File: src/rtl/opti_pkg.sv
// Constants and types shared by the opti_sos datapath and its sample feeder.
package opti_pkg;

  localparam int DW_DEF        = 24;
  localparam int MULT_PIPE     = 12;
  localparam int ISSUE_GAP_DEF = MULT_PIPE + 3;

  localparam logic [2:0] COEF_B0 = 3'd0;
  localparam logic [2:0] COEF_B1 = 3'd1;
  localparam logic [2:0] COEF_B2 = 3'd2;
  localparam logic [2:0] COEF_A1 = 3'd3;
  localparam logic [2:0] COEF_A2 = 3'd4;

  typedef enum logic [1:0] {
    ST_IDLE  = 2'd0,
    ST_ISSUE = 2'd1,
    ST_GAP   = 2'd2,
    ST_COEF  = 2'd3
  } feeder_state_e;

  function automatic logic coef_addr_valid(input logic [2:0] addr);
    return (addr <= COEF_A2);
  endfunction

endpackage

File: src/rtl/opti_sos_feeder_if.sv
// Bus bundle between the sample source / coefficient writer and the SOS feeder.
interface opti_sos_feeder_if
  import opti_pkg::*;
#(
  parameter int DW    = DW_DEF,
  parameter int DEPTH = 8
);
  logic                     s_valid;
  logic                     s_ready;
  logic [DW-1:0]            s_data;
  logic                     coef_wr_en;
  logic                     coef_wr_ready;
  logic [2:0]               coef_wr_addr;
  logic [DW-1:0]            coef_wr_data;
  logic                     sos_valid;
  logic [DW-1:0]            sos_data;
  logic [DW-1:0]            b0;
  logic [DW-1:0]            b1;
  logic [DW-1:0]            b2;
  logic [DW-1:0]            a1;
  logic [DW-1:0]            a2;
  logic                     sos_done;
  logic                     busy;
  logic [$clog2(DEPTH):0]   fifo_level;

  modport master (
    output s_valid, s_data, coef_wr_en, coef_wr_addr, coef_wr_data, sos_done,
    input  s_ready, coef_wr_ready, sos_valid, sos_data, b0, b1, b2, a1, a2, busy, fifo_level
  );

  modport slave (
    input  s_valid, s_data, coef_wr_en, coef_wr_addr, coef_wr_data, sos_done,
    output s_ready, coef_wr_ready, sos_valid, sos_data, b0, b1, b2, a1, a2, busy, fifo_level
  );
endinterface

File: src/rtl/opti_sync_fifo.sv
// Single-clock FIFO; push is refused when full and pop when empty, pointers wrap modulo DEPTH.
module opti_sync_fifo #(
  parameter int DW    = 24,
  parameter int DEPTH = 8
) (
  input  logic                   clk,
  input  logic                   rst_n,
  input  logic                   i_push,
  input  logic                   i_pop,
  input  logic [DW-1:0]          i_data,
  output logic [DW-1:0]          o_data,
  output logic                   o_full,
  output logic                   o_empty,
  output logic [$clog2(DEPTH):0] o_level
);
  localparam int AW = $clog2(DEPTH);
  localparam int LW = AW + 1;

  logic [DW-1:0] r_mem [DEPTH];
  logic [AW-1:0] r_wr_ptr;
  logic [AW-1:0] r_rd_ptr;
  logic [LW-1:0] r_level;
  logic          w_do_push;
  logic          w_do_pop;

  assign o_full    = (r_level == LW'(DEPTH));
  assign o_empty   = (r_level == '0);
  assign w_do_push = i_push & ~o_full;
  assign w_do_pop  = i_pop & ~o_empty;
  assign o_data    = r_mem[r_rd_ptr];
  assign o_level   = r_level;

  // storage, pointers and occupancy
  always_ff @(posedge clk or negedge rst_n) begin
    if (!rst_n) begin
      for (int i = 0; i < DEPTH; i++) r_mem[i] <= '0;
      r_wr_ptr <= '0;
      r_rd_ptr <= '0;
      r_level  <= '0;
    end else begin
      if (w_do_push) begin
        r_mem[r_wr_ptr] <= i_data;
        r_wr_ptr        <= r_wr_ptr + AW'(1);
      end
      if (w_do_pop) r_rd_ptr <= r_rd_ptr + AW'(1);
      case ({w_do_push, w_do_pop})
        2'b10:   r_level <= r_level + LW'(1);
        2'b01:   r_level <= r_level - LW'(1);
        default: r_level <= r_level;
      endcase
    end
  end

endmodule

File: src/rtl/opti_sos_feeder.sv
// Feeds queued samples to the SOS stage at a fixed minimum spacing and hands over coefficients.
// Build macro OPTI_FEEDER_COEF_SHADOW_EN enables shadowed coefficient updates via a COEF state.
module opti_sos_feeder
  import opti_pkg::*;
#(
  parameter int DW        = DW_DEF,
  parameter int DEPTH     = 8,
  parameter int ISSUE_GAP = ISSUE_GAP_DEF
) (
  input  logic             clk,
  input  logic             rst_n,
  opti_sos_feeder_if.slave bus
);
  localparam int LW       = $clog2(DEPTH) + 1;
  localparam int OW       = $clog2(DEPTH) + 2;
  localparam int GW       = $clog2(ISSUE_GAP);
  // ISSUE and the IDLE decision cycle each take one slot of the spacing
  localparam int GAP_LAST = (ISSUE_GAP > 2) ? ISSUE_GAP - 3 : 0;
  localparam feeder_state_e ST_AFTER_ISSUE = (ISSUE_GAP > 2) ? ST_GAP : ST_IDLE;

  feeder_state_e r_state;
  feeder_state_e w_state_nxt;
  logic [GW-1:0] r_gap_cnt;
  logic [OW-1:0] r_outstanding;
  logic          r_sos_valid;
  logic [DW-1:0] r_sos_data;
  logic [DW-1:0] r_b0, r_b1, r_b2, r_a1, r_a2;
  logic [DW-1:0] w_fifo_head;
  logic          w_full;
  logic          w_empty;
  logic [LW-1:0] w_level;
  logic          w_pop;
  logic          w_pending;
  logic          w_out_zero;
  logic          w_inc;
  logic          w_dec;
  logic          w_coef_ready;
  logic          w_wr_acc;

  opti_sync_fifo #(.DW(DW), .DEPTH(DEPTH)) u_fifo (
    .clk     (clk),
    .rst_n   (rst_n),
    .i_push  (bus.s_valid),
    .i_pop   (w_pop),
    .i_data  (bus.s_data),
    .o_data  (w_fifo_head),
    .o_full  (w_full),
    .o_empty (w_empty),
    .o_level (w_level)
  );

  assign w_pop      = (r_state == ST_ISSUE);
  assign w_out_zero = (r_outstanding == '0);
  assign w_inc      = (r_state == ST_ISSUE);
  assign w_dec      = bus.sos_done & ~w_out_zero;

  // next-state: a pending coefficient update blocks further issues
  always_comb begin
    w_state_nxt = r_state;
    case (r_state)
      ST_IDLE: begin
        if (w_pending) begin
          if (w_out_zero) w_state_nxt = ST_COEF;
          else            w_state_nxt = ST_IDLE;
        end else if (!w_empty) begin
          w_state_nxt = ST_ISSUE;
        end else begin
          w_state_nxt = ST_IDLE;
        end
      end
      ST_ISSUE: w_state_nxt = ST_AFTER_ISSUE;
      ST_GAP: begin
        if (r_gap_cnt == GW'(GAP_LAST)) w_state_nxt = ST_IDLE;
        else                            w_state_nxt = ST_GAP;
      end
      ST_COEF: w_state_nxt = ST_IDLE;
      default: w_state_nxt = ST_IDLE;
    endcase
  end

  // state register and gap timer
  always_ff @(posedge clk or negedge rst_n) begin
    if (!rst_n) begin
      r_state   <= ST_IDLE;
      r_gap_cnt <= '0;
    end else begin
      r_state   <= w_state_nxt;
      r_gap_cnt <= (r_state == ST_GAP) ? r_gap_cnt + GW'(1) : '0;
    end
  end

  // issue register: data is captured from the head the cycle before it is popped
  always_ff @(posedge clk or negedge rst_n) begin
    if (!rst_n) begin
      r_sos_valid <= 1'b0;
      r_sos_data  <= '0;
    end else begin
      r_sos_valid <= (w_state_nxt == ST_ISSUE);
      if (w_state_nxt == ST_ISSUE) r_sos_data <= w_fifo_head;
    end
  end

  // samples in flight inside the SOS stage
  always_ff @(posedge clk or negedge rst_n) begin
    if (!rst_n) begin
      r_outstanding <= '0;
    end else begin
      case ({w_inc, w_dec})
        2'b10:   r_outstanding <= r_outstanding + OW'(1);
        2'b01:   r_outstanding <= r_outstanding - OW'(1);
        default: r_outstanding <= r_outstanding;
      endcase
    end
  end

`ifndef SYNTHESIS
  logic r_done_underflow;

  // sticky record of a retire pulse with nothing in flight
  always_ff @(posedge clk or negedge rst_n) begin
    if (!rst_n)                          r_done_underflow <= 1'b0;
    else if (bus.sos_done && w_out_zero) r_done_underflow <= 1'b1;
  end
`endif

`ifdef OPTI_FEEDER_COEF_SHADOW_EN
  logic [DW-1:0] r_sh_b0, r_sh_b1, r_sh_b2, r_sh_a1, r_sh_a2;
  logic          r_pending;

  assign w_coef_ready = 1'b1;
  assign w_wr_acc     = bus.coef_wr_en & coef_addr_valid(bus.coef_wr_addr);
  assign w_pending    = r_pending;

  // shadow bank accepts writes at any time
  always_ff @(posedge clk or negedge rst_n) begin
    if (!rst_n) begin
      r_sh_b0 <= '0; r_sh_b1 <= '0; r_sh_b2 <= '0; r_sh_a1 <= '0; r_sh_a2 <= '0;
    end else if (bus.coef_wr_en) begin
      case (bus.coef_wr_addr)
        COEF_B0: r_sh_b0 <= bus.coef_wr_data;
        COEF_B1: r_sh_b1 <= bus.coef_wr_data;
        COEF_B2: r_sh_b2 <= bus.coef_wr_data;
        COEF_A1: r_sh_a1 <= bus.coef_wr_data;
        COEF_A2: r_sh_a2 <= bus.coef_wr_data;
        default: begin end
      endcase
    end
  end

  // a write landing in the COEF cycle re-arms the update
  always_ff @(posedge clk or negedge rst_n) begin
    if (!rst_n)                    r_pending <= 1'b0;
    else if (w_wr_acc)             r_pending <= 1'b1;
    else if (r_state == ST_COEF)   r_pending <= 1'b0;
  end

  // live coefficients move only in COEF, which requires an empty SOS pipeline
  always_ff @(posedge clk or negedge rst_n) begin
    if (!rst_n) begin
      r_b0 <= '0; r_b1 <= '0; r_b2 <= '0; r_a1 <= '0; r_a2 <= '0;
    end else if (r_state == ST_COEF) begin
      r_b0 <= r_sh_b0; r_b1 <= r_sh_b1; r_b2 <= r_sh_b2; r_a1 <= r_sh_a1; r_a2 <= r_sh_a2;
    end
  end
`else
  assign w_coef_ready = (r_state == ST_IDLE) & w_empty & w_out_zero;
  assign w_wr_acc     = bus.coef_wr_en & w_coef_ready;
  assign w_pending    = 1'b0;

  // direct writes, only accepted while the feeder and SOS stage are fully idle
  always_ff @(posedge clk or negedge rst_n) begin
    if (!rst_n) begin
      r_b0 <= '0; r_b1 <= '0; r_b2 <= '0; r_a1 <= '0; r_a2 <= '0;
    end else if (w_wr_acc) begin
      case (bus.coef_wr_addr)
        COEF_B0: r_b0 <= bus.coef_wr_data;
        COEF_B1: r_b1 <= bus.coef_wr_data;
        COEF_B2: r_b2 <= bus.coef_wr_data;
        COEF_A1: r_a1 <= bus.coef_wr_data;
        COEF_A2: r_a2 <= bus.coef_wr_data;
        default: begin end
      endcase
    end
  end
`endif

  assign bus.s_ready       = ~w_full;
  assign bus.coef_wr_ready = w_coef_ready;
  assign bus.sos_valid     = r_sos_valid;
  assign bus.sos_data      = r_sos_data;
  assign bus.b0            = r_b0;
  assign bus.b1            = r_b1;
  assign bus.b2            = r_b2;
  assign bus.a1            = r_a1;
  assign bus.a2            = r_a2;
  assign bus.busy          = ~w_empty | ~w_out_zero | (r_state != ST_IDLE);
  assign bus.fifo_level    = w_level;

endmodule

File: src/flat_wrapper.sv
// flat-port wrapper written by rule: the top's interface ports become plain ports
module opti_sos_feeder_flat import opti_pkg::*;
#(
  parameter int DW        = DW_DEF,
  parameter int DEPTH     = 8,
  parameter int ISSUE_GAP = ISSUE_GAP_DEF
)
  (clk, rst_n, bus_s_valid, bus_s_data, bus_coef_wr_en, bus_coef_wr_addr, bus_coef_wr_data, bus_sos_done, bus_s_ready, bus_coef_wr_ready, bus_sos_valid, bus_sos_data, bus_b0, bus_b1, bus_b2, bus_a1, bus_a2, bus_busy, bus_fifo_level);
  opti_sos_feeder_if #(.DW(DW), .DEPTH(DEPTH)) bus_i ();
  input  logic clk;
  input  logic rst_n;
  input wire logic [$bits(bus_i.s_valid)-1:0] bus_s_valid;
  input wire logic [$bits(bus_i.s_data)-1:0] bus_s_data;
  input wire logic [$bits(bus_i.coef_wr_en)-1:0] bus_coef_wr_en;
  input wire logic [$bits(bus_i.coef_wr_addr)-1:0] bus_coef_wr_addr;
  input wire logic [$bits(bus_i.coef_wr_data)-1:0] bus_coef_wr_data;
  input wire logic [$bits(bus_i.sos_done)-1:0] bus_sos_done;
  output wire logic [$bits(bus_i.s_ready)-1:0] bus_s_ready;
  output wire logic [$bits(bus_i.coef_wr_ready)-1:0] bus_coef_wr_ready;
  output wire logic [$bits(bus_i.sos_valid)-1:0] bus_sos_valid;
  output wire logic [$bits(bus_i.sos_data)-1:0] bus_sos_data;
  output wire logic [$bits(bus_i.b0)-1:0] bus_b0;
  output wire logic [$bits(bus_i.b1)-1:0] bus_b1;
  output wire logic [$bits(bus_i.b2)-1:0] bus_b2;
  output wire logic [$bits(bus_i.a1)-1:0] bus_a1;
  output wire logic [$bits(bus_i.a2)-1:0] bus_a2;
  output wire logic [$bits(bus_i.busy)-1:0] bus_busy;
  output wire logic [$bits(bus_i.fifo_level)-1:0] bus_fifo_level;
  assign bus_i.s_valid = bus_s_valid;
  assign bus_i.s_data = bus_s_data;
  assign bus_i.coef_wr_en = bus_coef_wr_en;
  assign bus_i.coef_wr_addr = bus_coef_wr_addr;
  assign bus_i.coef_wr_data = bus_coef_wr_data;
  assign bus_i.sos_done = bus_sos_done;
  assign bus_s_ready = bus_i.s_ready;
  assign bus_coef_wr_ready = bus_i.coef_wr_ready;
  assign bus_sos_valid = bus_i.sos_valid;
  assign bus_sos_data = bus_i.sos_data;
  assign bus_b0 = bus_i.b0;
  assign bus_b1 = bus_i.b1;
  assign bus_b2 = bus_i.b2;
  assign bus_a1 = bus_i.a1;
  assign bus_a2 = bus_i.a2;
  assign bus_busy = bus_i.busy;
  assign bus_fifo_level = bus_i.fifo_level;
  opti_sos_feeder #(.DW(DW), .DEPTH(DEPTH), .ISSUE_GAP(ISSUE_GAP)) u_core (.clk(clk), .rst_n(rst_n), .bus(bus_i));
endmodule
File: config.mk
export PLATFORM = sky130hd
export DESIGN_NAME = opti_sos_feeder_flat
export DESIGN_NICKNAME = d
export VERILOG_FILES = /design/src/rtl/opti_pkg.sv /design/src/rtl/opti_sos_feeder_if.sv /design/src/rtl/opti_sync_fifo.sv /design/src/rtl/opti_sos_feeder.sv /design/src/flat_wrapper.sv
export SDC_FILE = /design/constraint.sdc
export NUM_CORES = 1
export LEC_CHECK = 0
export ABC_AREA = 1
export BUFFER_PORTS_ARGS = -buffer_cell sky130_fd_sc_hd__buf_2
export CORE_MARGIN = 2
export CORE_UTILIZATION = 45
export CTS_CLUSTER_DIAMETER = 120
export CTS_CLUSTER_SIZE = 12
export DETAILED_ROUTE_END_ITERATION = 8
export HOLD_SLACK_MARGIN = 0.08
export PLACE_DENSITY = 0.75
export SLEW_MARGIN = 15
export SYNTH_ARGS = -nofsm -noshare
export SYNTH_HDL_FRONTEND = slang
export SYNTH_SLANG_ARGS = --single-unit
File: constraint.sdc
create_clock -name clk -period 2.11 [get_ports clk]
set_input_delay 0.422 -clock clk [delete_from_list [all_inputs] [get_ports clk]]
set_output_delay 0.422 -clock clk [all_outputs]
set_load 0.05 [all_outputs]
==> flow_metrics.env <==
export IMPL_critPathArrivalTime_ps=1740
export IMPL_stdcell_count=2471
export IMPL_synth_cell_type_count=30
export IMPL_synth_top_flop_cell="dfrtp_1"
export IMPL_drt_iter0_drc=978
export IMPL_grt_max_degree=65
export IMPL_hp_class="input port to register"
export IMPL_p_total_mw=25.7
export IMPL_syn_mean_instance_area_um2=8.64
export IMPL_rsz0062_at_grt="yes"
export IMPL_power_leakage_nw=9.73
export IMPL_antenna_found_initial=1
export IMPL_dpl_hpwl_mm=27.1
export IMPL_place_gp_congestion=0.822
export IMPL_track_usage_pct=24.0
export IMPL_max_freq_mhz=462
export IMPL_wirelength_mm=44.0
export IMPL_synth_area_leaders="dfrtp_1 (57%), nand2_1 (12%), o21ai_0 (5.2%)"
export IMPL_die_height_um=191
export IMPL_crit_required_ps=1690
export IMPL_syn_num_nets=1891
export IMPL_endpoint_kind="output port"
export IMPL_failed_checks="setup timing"
export IMPL_rrSetupSlack_ps=40
export IMPL_final_core_util_pct=53.8
export IMPL_viasPerCell=5.51
export IMPL_clock_latency_ps=520
export IMPL_slew_violations=0
export IMPL_dp_cells=2415
export IMPL_synth_warning_count=0
export IMPL_maxCapViolCount=0
export IMPL_setup_viol=2
export IMPL_critPathLaunch="u_core.r_outstanding[3]"
export IMPL_slowest_stage="dfrtp_1"
export IMPL_crit_type="register to output port"
export IMPL_synth_edf_count=0
export IMPL_synthArstFlopShare_pct=100
export IMPL_r2r_end="u_core.r_outstanding[4]"
export IMPL_relSlewSlack_pct=54.0
export IMPL_rows=68
export IMPL_status="finished with violations"
export IMPL_worst_r2r_path_depth=16
export IMPL_cts_htree_levels=2
export IMPL_min_period_over_period_pct=102
export IMPL_fp_dieW_um=191
export IMPL_grt_overflow_total=0
export IMPL_power_density_nw_per_um2=1380
export IMPL_nets=2078
export IMPL_crit_reg2reg_launch="u_core.r_outstanding[3]"
export IMPL_start_kind="register"
export IMPL_drive_above_1_share_pct=17.9
export IMPL_max_stage_delay_ps=410
export IMPL_setup_ws_ps=-52.7
export IMPL_cts_root_buffer="clkbuf_16"
export IMPL_synth_seq_area_share_pct=56.9
export IMPL_cts_tree="done"
export IMPL_yosysTopAreaCell="dfrtp_1"
export IMPL_synth_seq_cells=358
export IMPL_crit_fanout=3
export IMPL_tightestPinTransition_ps=689
export IMPL_path_clk_slew_ps=60
export IMPL_grt_pass1_vias=13253
export IMPL_vias=13610
export IMPL_dr_pass1_iters=6
export IMPL_pre_cts_ws_ps=-49.3
export IMPL_route_detailed_drc=0
export IMPL_synth_top_area_share_pct=56.9
export IMPL_cts_sinks=358
export IMPL_ant_nets=0
export IMPL_io_pins=208
export IMPL_grt_first_pass_wirelength_mm=70.3
export IMPL_port_buffers=207
export IMPL_clk_path_buf_depth=3
export IMPL_ys_top_cells_by_count="nand2_1 (520), dfrtp_1 (358), nor2_1 (212), o21ai_0 (165), o21ai_1 (130)"
export IMPL_numCtsBuffers=35
export IMPL_floorplan_initialDensity_pct=45.6
export IMPL_finalClockSkew_ps=21.3
export IMPL_area_growth_pct=18.0
export IMPL_yosys_cell_count_top_type="nand2_1"
export IMPL_fin_crit_ps=2160
export IMPL_synth_cells=1823
export IMPL_setup_worst_path_end="bus_busy"
export IMPL_design_die_area_um2=36500
export IMPL_crit_chain="nor3_2 -> nand2_1 -> buf_6 -> nor2_8 -> inv_2 -> buf_8"
export IMPL_post_drt_wl_per_cell_um=17.8
export IMPL_ir_worst_vdd_uv=708
export IMPL_coreArea_um2=34500
export IMPL_hold_violations=0
export IMPL_netlist_area_um2=15700
==> cells by family after synthesis <==
logic type                 count (synthesis)  synth area share (%)
DFF                                      358                  56.9
and+or+nand+nor                          957                  26.4
xor gates and xnor gates                  12                 0.667
adders and majority gates                 12                  1.00
AOI/OAI and AO/OA                        297                  9.45
buffers and inverters                    187                  5.61
==> area by class of cell <==
cell class,count,area [um^2]
Sequential cell,358,8970
Inverter,59,224
Fill cell,3142,16000
Timing Repair Buffer,276,1850
Tap cell,455,569
Multi-Input combinational cell,1280,6020
Antenna cell,1,2.50
Clock buffer,40,926
Clock inverter,2,25.0
==> worst max-delay path: cells and delay by family (launching register included) <==
family / cells / cell delay, ps
AND/OR/NAND/NOR: 3 / 470
flip-flops: 1 / 410
buffers and inverters: 3 / 350
==> metal layers <==
metal	up-vias	global-route usage, %	wire length, um
met1	6559	30.8	17600
met4	0	6.51	931
met2	612	40.6	21400
met3	78	5.89	4080
met5	-	0	0
li1	6361	-	-
==> sequential cells by signal, summed over array words and instances, names as in the netlist, 4 cells and up <==
signal	flops
u_core.bus.a2	24
u_core.u_fifo.o_level	4
u_core.bus.b1	24
u_core.u_fifo.r_mem	192
u_core.r_outstanding	5
u_core.r_gap_cnt	4
u_core.bus.b2	24
u_core.bus.b0	24
u_core.bus.sos_data	24
u_core.bus.a1	24
==> power by group <==
group	leakage (nW)	switching [mW]	internal (mW)	total, mW
clock network	0.466	2.50	3.08	5.59
logic	4.60	6.62	3.25	9.86
registers	4.67	1.19	9.02	10.2
total	9.73	10.3	15.4	25.7
==> timing repair <==
action | 4_1_cts | 5_1_grt
buffers inserted | 7 | 2
hold buffers | 1 | 0
pin swaps | 2 | 3
gates resized for setup | 10 | 18
hold endpoints to repair | 42 | 0
setup endpoints to repair | 4 | 122
cloned | 0 | 4
==> cell usage in the layout (no fill, tap or decap), types with 19 or more instances in the layout <==
| cell type | netlist | layout |
|---|---|---|
| buf_12 | 0 | 19 |
| nand4_1 | 120 | 120 |
| dfrtp_1 | 358 | 352 |
| buf_4 | 29 | 45 |
| o21ai_1 | 130 | 131 |
| clkbuf_16 | 0 | 37 |
| buf_2 | 34 | 204 |
| nand2_1 | 520 | 519 |
| nor2_1 | 212 | 209 |
| o21ai_0 | 165 | 164 |
| nand3_1 | 82 | 81 |
| inv_1 | 53 | 51 |
==> stage by stage <==
| step | instance area (um^2) | setup TNS, ps | hold slack (ps) |
|---|---|---|---|
| floorplan | 15800 | 0 | 126 |
| global placement | 17400 | 0 | 395 |
| global route | 18600 | -264 | 197 |
| CTS | 18400 | -41.0 | 192 |
| finish | 18600 | -57.1 | 215 |
| detailed placement | 17400 | -49.3 | 398 |
==> how the worst min path moves through the flow <==
stage,endpoint,from,cells after the start
global placement,u_core.bus.sos_data[1],rst_n,1
detailed placement,u_core.bus.sos_data[1],rst_n,1
finish,u_core.bus.b0[23],bus_coef_wr_data[23],3
global route,u_core.bus.b0[20],bus_coef_wr_data[20],3
CTS,u_core.bus.b0[20],bus_coef_wr_data[20],3
floorplan,u_core.bus.a1[0],rst_n,0
Power figures use the tool's default switching activity.
